[config.mk]
export PLATFORM = sky130hd
export DESIGN_NAME = stream_demux_1to2
export DESIGN_NICKNAME = d
export VERILOG_FILES = /design/src/rtl/stream_pkg.sv /design/src/rtl/stream_out_reg.sv /design/src/rtl/stream_demux_1to2.sv
export SDC_FILE = /design/constraint.sdc
export NUM_CORES = 1
export LEC_CHECK = 0
export ABC_AREA = 1
export CAP_MARGIN = 40
export CORE_UTILIZATION = 45
export CTS_BUF_LIST = sky130_fd_sc_hd__clkbuf_4 sky130_fd_sc_hd__clkbuf_8
export CTS_CLUSTER_SIZE = 8
export DETAILED_ROUTE_END_ITERATION = 8
export PLACE_DENSITY_LB_ADDON = 0.3
export SLEW_MARGIN = 25
export SYNTH_ARGS = -nofsm -noshare
export SYNTH_HDL_FRONTEND = slang
export SYNTH_SLANG_ARGS = --single-unit
[constraint.sdc]
create_clock -name clk -period 1.25 [get_ports clk]
set_input_delay 0.1875 -clock clk [delete_from_list [all_inputs] [get_ports clk]]
set_output_delay 0.1875 -clock clk [all_outputs]
set_load 0.01 [all_outputs]
[src/rtl/stream_pkg.sv]
// Shared constants and types for the 1:2 stream demultiplexer.
// Channel indices, parameter defaults and the per-channel buffer state encoding.
package stream_pkg;

   localparam int WIDTH_DEF = 8;
   localparam int CNT_W_DEF = 16;
   localparam int NUM_CH    = 2;

   localparam logic CH0 = 1'b0;
   localparam logic CH1 = 1'b1;

   typedef enum logic {
      BUF_EMPTY = 1'b0,
      BUF_FULL  = 1'b1
   } buf_state_e;

endpackage

[src/rtl/stream_out_reg.sv]
// One-entry valid/ready output register with a wrap-around accept counter.
// The load strobe is only raised by the parent when the slot is empty or draining.
module stream_out_reg
   import stream_pkg::*;
#(
   parameter int WIDTH = WIDTH_DEF,
   parameter int CNT_W = CNT_W_DEF
) (
   input  logic             clk,
   input  logic             rst_n,
   input  logic             load,
   input  logic [WIDTH-1:0] load_data,
   output logic [WIDTH-1:0] out_data,
   output logic             out_valid,
   input  logic             out_ready,
   output logic [CNT_W-1:0] cnt
);

   buf_state_e       state_q, state_d;
   logic [WIDTH-1:0] data_q, data_d;
   logic [CNT_W-1:0] cnt_q, cnt_d;
   logic             drain;

   always_ff @(posedge clk or negedge rst_n) begin
      if (!rst_n) begin
         state_q <= BUF_EMPTY;
         data_q  <= '0;
         cnt_q   <= '0;
      end else begin
         state_q <= state_d;
         data_q  <= data_d;
         cnt_q   <= cnt_d;
      end
   end

   assign drain = (state_q == BUF_FULL) && out_ready;

   // Data only moves on load, so a stalled word can never change under the consumer.
   always_comb begin
      state_d = state_q;
      data_d  = data_q;
      cnt_d   = cnt_q;
      case (state_q)
         BUF_EMPTY: if (load)           state_d = BUF_FULL;
         BUF_FULL:  if (drain && !load) state_d = BUF_EMPTY;
         default:                       state_d = BUF_EMPTY;
      endcase
      if (load) begin
         data_d = load_data;
         cnt_d  = cnt_q + CNT_W'(1);
      end
   end

   always_comb begin
      out_valid = (state_q == BUF_FULL);
      out_data  = data_q;
      cnt       = cnt_q;
   end

endmodule

[src/rtl/stream_demux_1to2.sv]
// Steers one valid/ready stream to one of two independently buffered outputs.
// Only the ready mux and the load decode live here; buffering is per channel.
module stream_demux_1to2
   import stream_pkg::*;
#(
   parameter int WIDTH = WIDTH_DEF,
   parameter int CNT_W = CNT_W_DEF
) (
   input  logic             clk,
   input  logic             rst_n,
   input  logic [WIDTH-1:0] in_data,
   input  logic             in_sel,
   input  logic             in_valid,
   output logic             in_ready,
   output logic [WIDTH-1:0] out0_data,
   output logic             out0_valid,
   input  logic             out0_ready,
   output logic [WIDTH-1:0] out1_data,
   output logic             out1_valid,
   input  logic             out1_ready,
   output logic [CNT_W-1:0] cnt0,
   output logic [CNT_W-1:0] cnt1
);

   logic [NUM_CH-1:0][WIDTH-1:0] ch_data;
   logic [NUM_CH-1:0][CNT_W-1:0] ch_cnt;
   logic [NUM_CH-1:0]            ch_valid;
   logic [NUM_CH-1:0]            ch_ready;
   logic [NUM_CH-1:0]            ch_load;
   logic                         accept;

   assign ch_ready[CH0] = out0_ready;
   assign ch_ready[CH1] = out1_ready;

   // in_ready looks only at the selected channel so a stall elsewhere never blocks us.
   always_comb begin
      in_ready     = ~ch_valid[in_sel] | ch_ready[in_sel];
      accept       = in_valid & in_ready;
      ch_load      = '0;
      ch_load[CH0] = accept & (in_sel == CH0);
      ch_load[CH1] = accept & (in_sel == CH1);
   end

   for (genvar g = 0; g < NUM_CH; g++) begin : g_ch
      stream_out_reg #(
         .WIDTH (WIDTH),
         .CNT_W (CNT_W)
      ) u_out_reg (
         .clk       (clk),
         .rst_n     (rst_n),
         .load      (ch_load[g]),
         .load_data (in_data),
         .out_data  (ch_data[g]),
         .out_valid (ch_valid[g]),
         .out_ready (ch_ready[g]),
         .cnt       (ch_cnt[g])
      );
   end

   assign out0_data  = ch_data[CH0];
   assign out0_valid = ch_valid[CH0];
   assign out1_data  = ch_data[CH1];
   assign out1_valid = ch_valid[CH1];
   assign cnt0       = ch_cnt[CH0];
   assign cnt1       = ch_cnt[CH1];

endmodule

==> results of run 1 <==
==> area by class of cell <==
cell class / instances / area share (%)
inverters: 36 / 3.62
clock buffers: 6 / 2.10
multi-input cells: 200 / 31.6
repair buffers: 124 / 28.1
flip-flops and latches: 50 / 31.9
clock inverters: 2 / 0.413
well taps: 70 / 2.22
==> logic make-up after synthesis <==
family | Yosys count | share of synthesized area (%)
xor+xnor | 17 | 6.63
compound gates | 18 | 3.65
buf+inv | 40 | 6.33
fa+ha+maj | 2 | 1.01
flops | 50 | 50.6
simple gates | 163 | 31.7
==> report_power, final <==
part	internal, mW	switching [mW]	total (mW)
sequential	1.89	0.196	2.09
clock	0.457	0.574	1.03
combinational	1.12	1.06	2.18
total	3.47	1.83	5.30
==> metrics by stage <==
stage / utilization, % / power, mW / area [um^2] / hold slack (ps) / worst slack [ps]
floorplan: - / 2.85 / 2490 / -108 / -57.2
global placement: 65.6 / 3.74 / 3410 / 102 / -436
detailed placement: 65.6 / 3.76 / 3410 / 100 / -464
CTS: 71.7 / 5.07 / 3730 / 305 / -105
global route: 75.7 / 5.58 / 3940 / 336 / -183
finish: 75.7 / 5.30 / 3940 / 302 / -121
==> synth_stat cells, types with 2 or more instances <==
library cell  number  share of area [%]
nand2_1           99                 15
dfrtp_1           50                 51
inv_1             32                4.9
nor2_1            20                3.0
o21ai_0           16                3.2
nand4_1           11                2.8
nand3_1           10                2.0
xor2_1             8                2.8
xnor2_1            7                2.5
nand2_2            6                1.5
nor2_4             5                2.3
buf_2              4               0.81
inv_2              3               0.46
nand2_4            3                1.4
nor3_1             3               0.61
ha_1               2                1.0
nand3_4            2                1.4
nand3b_1           2               0.61
xnor2_2            2                1.3
==> flip-flops by register name (all words and copies together) (netlist names) <==
name	cells
g_ch.u_out_reg.out_data	16
g_ch.u_out_reg.out_valid	2
g_ch.u_out_reg.cnt	32
==> worst reg2reg max path, delay by kind of cell, from the launching register on <==
kind                       cells  cell delay, ps
DFF                            1             380
adders and majority gates      1             170
buffers and inverters          3             290
and+or+nand+nor                6             420
==> metal layers <==
| layer | track usage [%] | share of wire (%) |
|---|---|---|
| met2 | 38.4 | 51 |
| met1 | 27.5 | 44 |
| met3 | 3.71 | 4.4 |
| met5 | 0 | 0 |
| met4 | 6.35 | 0.99 |
==> worst max path at each step <==
stage	from	to	slack, ps	cells after the start
6_report	g_ch[0].u_out_reg.cnt[0]	cnt0[0]	-120	4
5_1_grt	g_ch[1].u_out_reg.cnt[1]	g_ch[1].u_out_reg.cnt[10]	-180	9
4_1_cts	g_ch[0].u_out_reg.cnt[0]	cnt0[0]	-110	4
3_5_place_dp	out0_ready	in_ready	-460	6
3_3_place_gp	out0_ready	in_ready	-440	6
2_1_floorplan	g_ch[0].u_out_reg.cnt[1]	g_ch[0].u_out_reg.cnt[10]	-60	7
==> what timing repair did <==
item	4_1_cts	5_1_grt
pin swaps	12	19
endpoints found under the hold margin	11	0
hold buffers	1	0
buffers inserted	27	7
gates resized for setup	92	48
endpoints found under the setup margin	73	44
gates cloned	0	1
==> run summary, run 1 <==
antenna violations before repair: 0
final worst-path cycle share: 110%
CP startpoint kind: flip-flop
Crit path required time: 1060 ps
DP Wirelength: 4060 um
Peak VDD IR: 1.06 mV
Mapped Area: 0.00247 mm^2
All-Layer GR Usage: 21.8%
startpoint of the worst-slack reg-to-reg timing path: g_ch[1].u_out_reg.cnt[1]
Area Growth Syn to Fin: 59.4%
most common flop cell mapped by yosys: dfrtp_1
Sum Neg Setup Slack: -1360 ps
post-synthesis sequential area ratio: 50.6%
final-stage net count: 433
Die Ht: 76.1 um
FF-to-FF End: g_ch[1].u_out_reg.cnt[12]
io pins: 65
core area: 0.00520 mm^2
area of the multi-input gates: 0.00125 mm^2
min Tclk post-route: 1370 ps
clock latency on the worst-skew pair: 300 ps
clk sinks: 50
slowest library cell on the worst path: dfrtp_1
CP top delay family: buffers and inverters
first-pass GRT wire length: 10200 um
Setup Skew: 5.59 ps
most frequent cells in the layout: 83 x nand2_1, 46 x dfrtp_1, 46 x buf_4, 43 x dlygate4sd2_1, 28 x inv_1
number of global-route vias before repair: 2253
Post-synth EDFFs: 0
Worst-path clk slew: 100 ps
via total after detailed routing: 2370
most frequent CP cell: buf_6
CP Capture Type: primary output
syn_nets: 306
Syn. warnings: 0
Crit Path Category: flip-flop to primary output
fmax: 729 MHz
Max-slew headroom: 75.9%
CP cell instances: buf_4, buf_6, buf_6, buf_6
r2r setup slk: -110 ps
starting density of the core: 47.5%
CTS tree: done
placed cells: 446
Max Slew Vio Count: 0
Hold Path Class: primary input to asynchronous set/reset pin
clock buffer depth: 2
CP Max Fanout: 2
Rows: 26
Ant. Diodes: 0
Slew @ Worst Pin: 361 ps
CTS HTree Levels: 2
TritonRoute pass-1 iters: 4
final hold violation count: 0
Root Driver: clkbuf_8
Post-Layout Cell Count: 488
commonest non-fill, non-tap cell in the layout: nand2_1
crit path DAT: 1180 ps
drt drc: 0
max cap viols: 0
share of layout cells above drive strength 1: 34.7%
die area: 0.00579 mm^2
CTS Buf Count: 5
Reg area: 0.00126 mm^2
pwr/cell area: 1350 mW/mm^2
largest net degree at the start of global routing: 25
syn_area_per_cell: 8.52 um^2
grt ovf: 0
gpl congestion: 0.847
DR WL/cell: 13.0 um
Detail Route Antenna Nets: 0
Yosys cell types: 24
failing checks: negative setup slack
setup violators final: 24
unrepaired setup endpoints after global routing: yes
Final WS setup: -121 ps
Routed Wire Length: 6360 um
routed vias/inst: 4.86
Filler cells: 396
#FFs+latches synth: 50
Crit path largest cell delay: 420 ps
leakage: 2.07 nW
outcome: finished with violations
Synth async-reset ratio: 100%
width of the chip: 76.1 um
Buf+Inv Stages, Crit Path: 4
Synth Instances: 290
PortBufs: 64
r2r worst-path depth: 10
drt initial violations: 91
No activity file was read; power rests on OpenSTA's default activity.
==> run 2: changes to the inputs <==
Settings changed: CAP_MARGIN 40 to 20.
==> results of run 2 <==
No change in the layout: final DEF, timing and power equal those of run 1.
==> run 3: changes to the inputs <==
Settings changed: ABC_CLOCK_PERIOD_IN_PS set to 1250, SKIP_LAST_GASP set to 1.
==> run 3 against run 2 <==
The flow still finishes with violations (negative setup slack). Clock power about the same. Sequential power about the same. Critical path depth rose by 6. Combinational power increased by 2%. Non-clock buffer count decreased by 1. Cell area is 0.48% lower. Fmax decreased by 0.58%. Wire length is 1.6% higher. Clock skew about the same. Power up 0.86%. Hold slack about the same.
==> run summary, run 3 (synthesis gave the netlist of run 1 again) <==
outcome: finished with violations (unchanged)
failing checks: negative setup slack (unchanged)
Die Ht: 76.1 um (unchanged)
number of global-route vias before repair: 2277 (was 2253)
Peak VDD IR: 0.976 mV (was 1.06 mV)
sw power: 1.85 mW (was 1.83 mW)
Hold Path Class: primary input to asynchronous set/reset pin (unchanged)
Largest register FFs: 32 (unchanged)
commonest non-fill, non-tap cell in the layout: nand2_1 (unchanged)
Root Driver: clkbuf_8 (unchanged)
clk sinks: 50 (unchanged)
clock latency on the worst-skew pair: 300 ps (about the same)
core area: 0.00520 mm^2 (unchanged)
largest net degree at the start of global routing: 25 (unchanged)
CP Max Fanout: 4 (was 2)
io pins: 65 (unchanged)
most frequent CP cell: nand2_1 (was buf_6)
P_int: 3.50 mW (was 3.47 mW)
min Tclk post-route: 1380 ps (was 1370 ps)
die area: 0.00579 mm^2 (unchanged)
Sw Share: 34.5% (about the same)
DP Wirelength: 4060 um (unchanged)
pre-CTS setup slack: -464 ps (unchanged)
pwr/cell area: 1360 mW/mm^2 (was 1350 mW/mm^2)
Max-slew headroom: 76.0% (was 75.9%)
fmax: 725 MHz (was 729 MHz)
leakage: 2.07 nW (about the same)
Detail Route Antenna Nets: 0 (unchanged)
CTS tree: done (unchanged)
Logic pwr share: 41.8% (was 41.1%)
Reg power frac: 39.1% (was 39.4%)
Crit path required time: 1450 ps (was 1060 ps)
Crit path largest cell delay: 380 ps (was 420 ps)
PortBufs: 64 (unchanged)
Clk pwr share: 19.2% (was 19.5%)
Routed Wire Length: 6460 um (was 6360 um)
share of layout cells above drive strength 1: 33.3% (was 34.7%)
Crit Path Category: flip-flop to flip-flop (was flip-flop to primary output)
width of the chip: 76.1 um (unchanged)
CP Capture Type: flip-flop (was primary output)
CTS Buf Count: 5 (unchanged)
starting density of the core: 47.5% (unchanged)
Buf+Inv Stages, Crit Path: 3 (was 4)
All-Layer GR Usage: 22.2% (was 21.8%)
routed vias/inst: 4.83 (was 4.86)
Slew @ Worst Pin: 359 ps (was 361 ps)
drt drc: 0 (unchanged)
Max Slew Vio Count: 0 (unchanged)
CP startpoint kind: flip-flop (unchanged)
gpl congestion: 0.847 (unchanged)
drt initial violations: 157 (was 91)
TritonRoute pass-1 iters: 4 (unchanged)
unrepaired setup endpoints after global routing: yes (unchanged)
Sum Neg Setup Slack: -1610 ps (was -1360 ps)
grt ovf: 0 (unchanged)
slowest library cell on the worst path: dfrtp_1 (unchanged)
CP cell instances: buf_6, ha_4, buf_4, inv_4, nor2_4, nand3_2, nand2_1, nand2_1, nand2_1, nand2_1 (was buf_4, buf_6, buf_6, buf_6)
CP top delay family: simple AND/OR/NAND/NOR gates (was buffers and inverters)
DR WL/cell: 13.3 um (was 13.0 um)
final hold violation count: 0 (unchanged)
final worst-path cycle share: 110% (about the same)
Worst-path clk slew: 90 ps (was 100 ps)
Setup Skew: 6.01 ps (was 5.59 ps)
Area Growth Syn to Fin: 58.6% (was 59.4%)
first-pass GRT wire length: 10400 um (was 10200 um)
max cap viols: 0 (unchanged)
via total after detailed routing: 2350 (was 2370)
Rows: 26 (unchanged)
setup violators final: 26 (was 24)
final-stage net count: 432 (was 433)
most frequent cells in the layout: 86 x nand2_1, 46 x dfrtp_1, 44 x dlygate4sd2_1, 43 x buf_4, 28 x inv_1 (was 83 x nand2_1, 46 x dfrtp_1, 46 x buf_4, 43 x dlygate4sd2_1, 28 x inv_1)
Final WS setup: -129 ps (was -121 ps)
crit path DAT: 1580 ps (was 1180 ps)
CTS HTree Levels: 2 (unchanged)
antenna violations before repair: 0 (unchanged)
Ant. Diodes: 0 (unchanged)
clock buffer depth: 2 (unchanged)
[run 3: cell count changes in the layout (fill, tap and decap cells not counted)]
cell and delta:
nand2_2 -3, nand2_1 +3, inv_2 -1, o21ai_1 -1, nor3_2 -1, dlygate4sd2_1 +1, inv_4 +1, buf_4 -3
buf_2 -1, o21ai_0 +1, nor3_1 +1, clkbuf_2 +2
[run 3: final cells by class]
| cell class | instances | area (um^2) |
|---|---|---|
| multi-input cells | 200 | 1230 |
| repair buffers | 123 | 1100 |
| fillers | 396 | 1280 |
| flip-flops and latches | 50 | 1260 |
| clock inverters | 2 | 16.3 |
| clock buffers | 6 | 82.6 |
| well taps | 70 | 87.6 |
| inverters | 36 | 145 |
[run 3: repair_timing]
action | CTS | global route
resized for setup | 86 | 48
hold buffers | 1 | 0
hold endpoints to repair | 11 | 0
cloned | 0 | 1
setup buffers | 27 | 6
pin swaps | 11 | 15
endpoints found under the setup margin | 73 | 46
[run 3: per-stage QoR]
| stage | power (mW) | util, % | hold WS [ps] | cells | instance area [um^2] |
|---|---|---|---|---|---|
| global placement | 3.74 | 65.6 | 102 | 446 | 3410 |
| finish | 5.35 | 75.3 | 302 | 487 | 3920 |
| detailed placement | 3.76 | 65.6 | 100 | 446 | 3410 |
| CTS | 5.05 | 71.7 | 305 | 480 | 3730 |
| global route | 5.62 | 75.3 | 336 | 487 | 3920 |
| floorplan | 2.85 | - | -108 | 290 | 2490 |
[run 3: final timing paths]
check,from,end,slack [ps],cells past startpoint
min in group clk,in_data[3],g_ch[1].u_out_reg.out_data[3],420,3
worst min-delay path,rst_n,g_ch[1].u_out_reg.cnt[1],300,2
worst max register to register,g_ch[1].u_out_reg.cnt[1],g_ch[1].u_out_reg.cnt[12],-130,10
worst max-delay path,g_ch[1].u_out_reg.cnt[1],g_ch[1].u_out_reg.cnt[12],-130,10
max in group asynchronous,rst_n,g_ch[0].u_out_reg.out_valid,530,3
worst min register to register,g_ch[0].u_out_reg.out_data[2],g_ch[0].u_out_reg.out_data[2],490,2
[run 3: power by group through the flow]
| stage | Combinational (mW) | Sequential (mW) | Clock [mW] |
|---|---|---|---|
| finish | 2.23 | 2.09 | 1.02 |
| global route | 2.39 | 2.12 | 1.10 |
| CTS | 1.92 | 2.07 | 1.06 |
| detailed placement | 1.57 | 2.19 | 0 |
| global placement | 1.55 | 2.18 | 0 |
| floorplan | 0.550 | 2.30 | 0 |
[run 3: metal layers]
metal | GRT usage (%) | vias to the layer above | share of wire [%] | routed length (um)
met3 | 3.71 | 7 | 4.2 | 270
met4 | 5.77 | 0 | 0.98 | 63
li1 | - | 1156 | - | -
met1 | 27.7 | 1122 | 43 | 2750
met5 | 0 | - | 0 | 0
met2 | 39.8 | 65 | 52 | 3370
[run 3: worst reg2reg max path, stage by stage, from the launching register on]
cell	delay (ps)
dfrtp_1	380
buf_6	130
ha_4	170
buf_4	130
inv_4	30
nor2_4	90
nand3_2	80
nand2_1	80
nand2_1	60
nand2_1	60
nand2_1	60
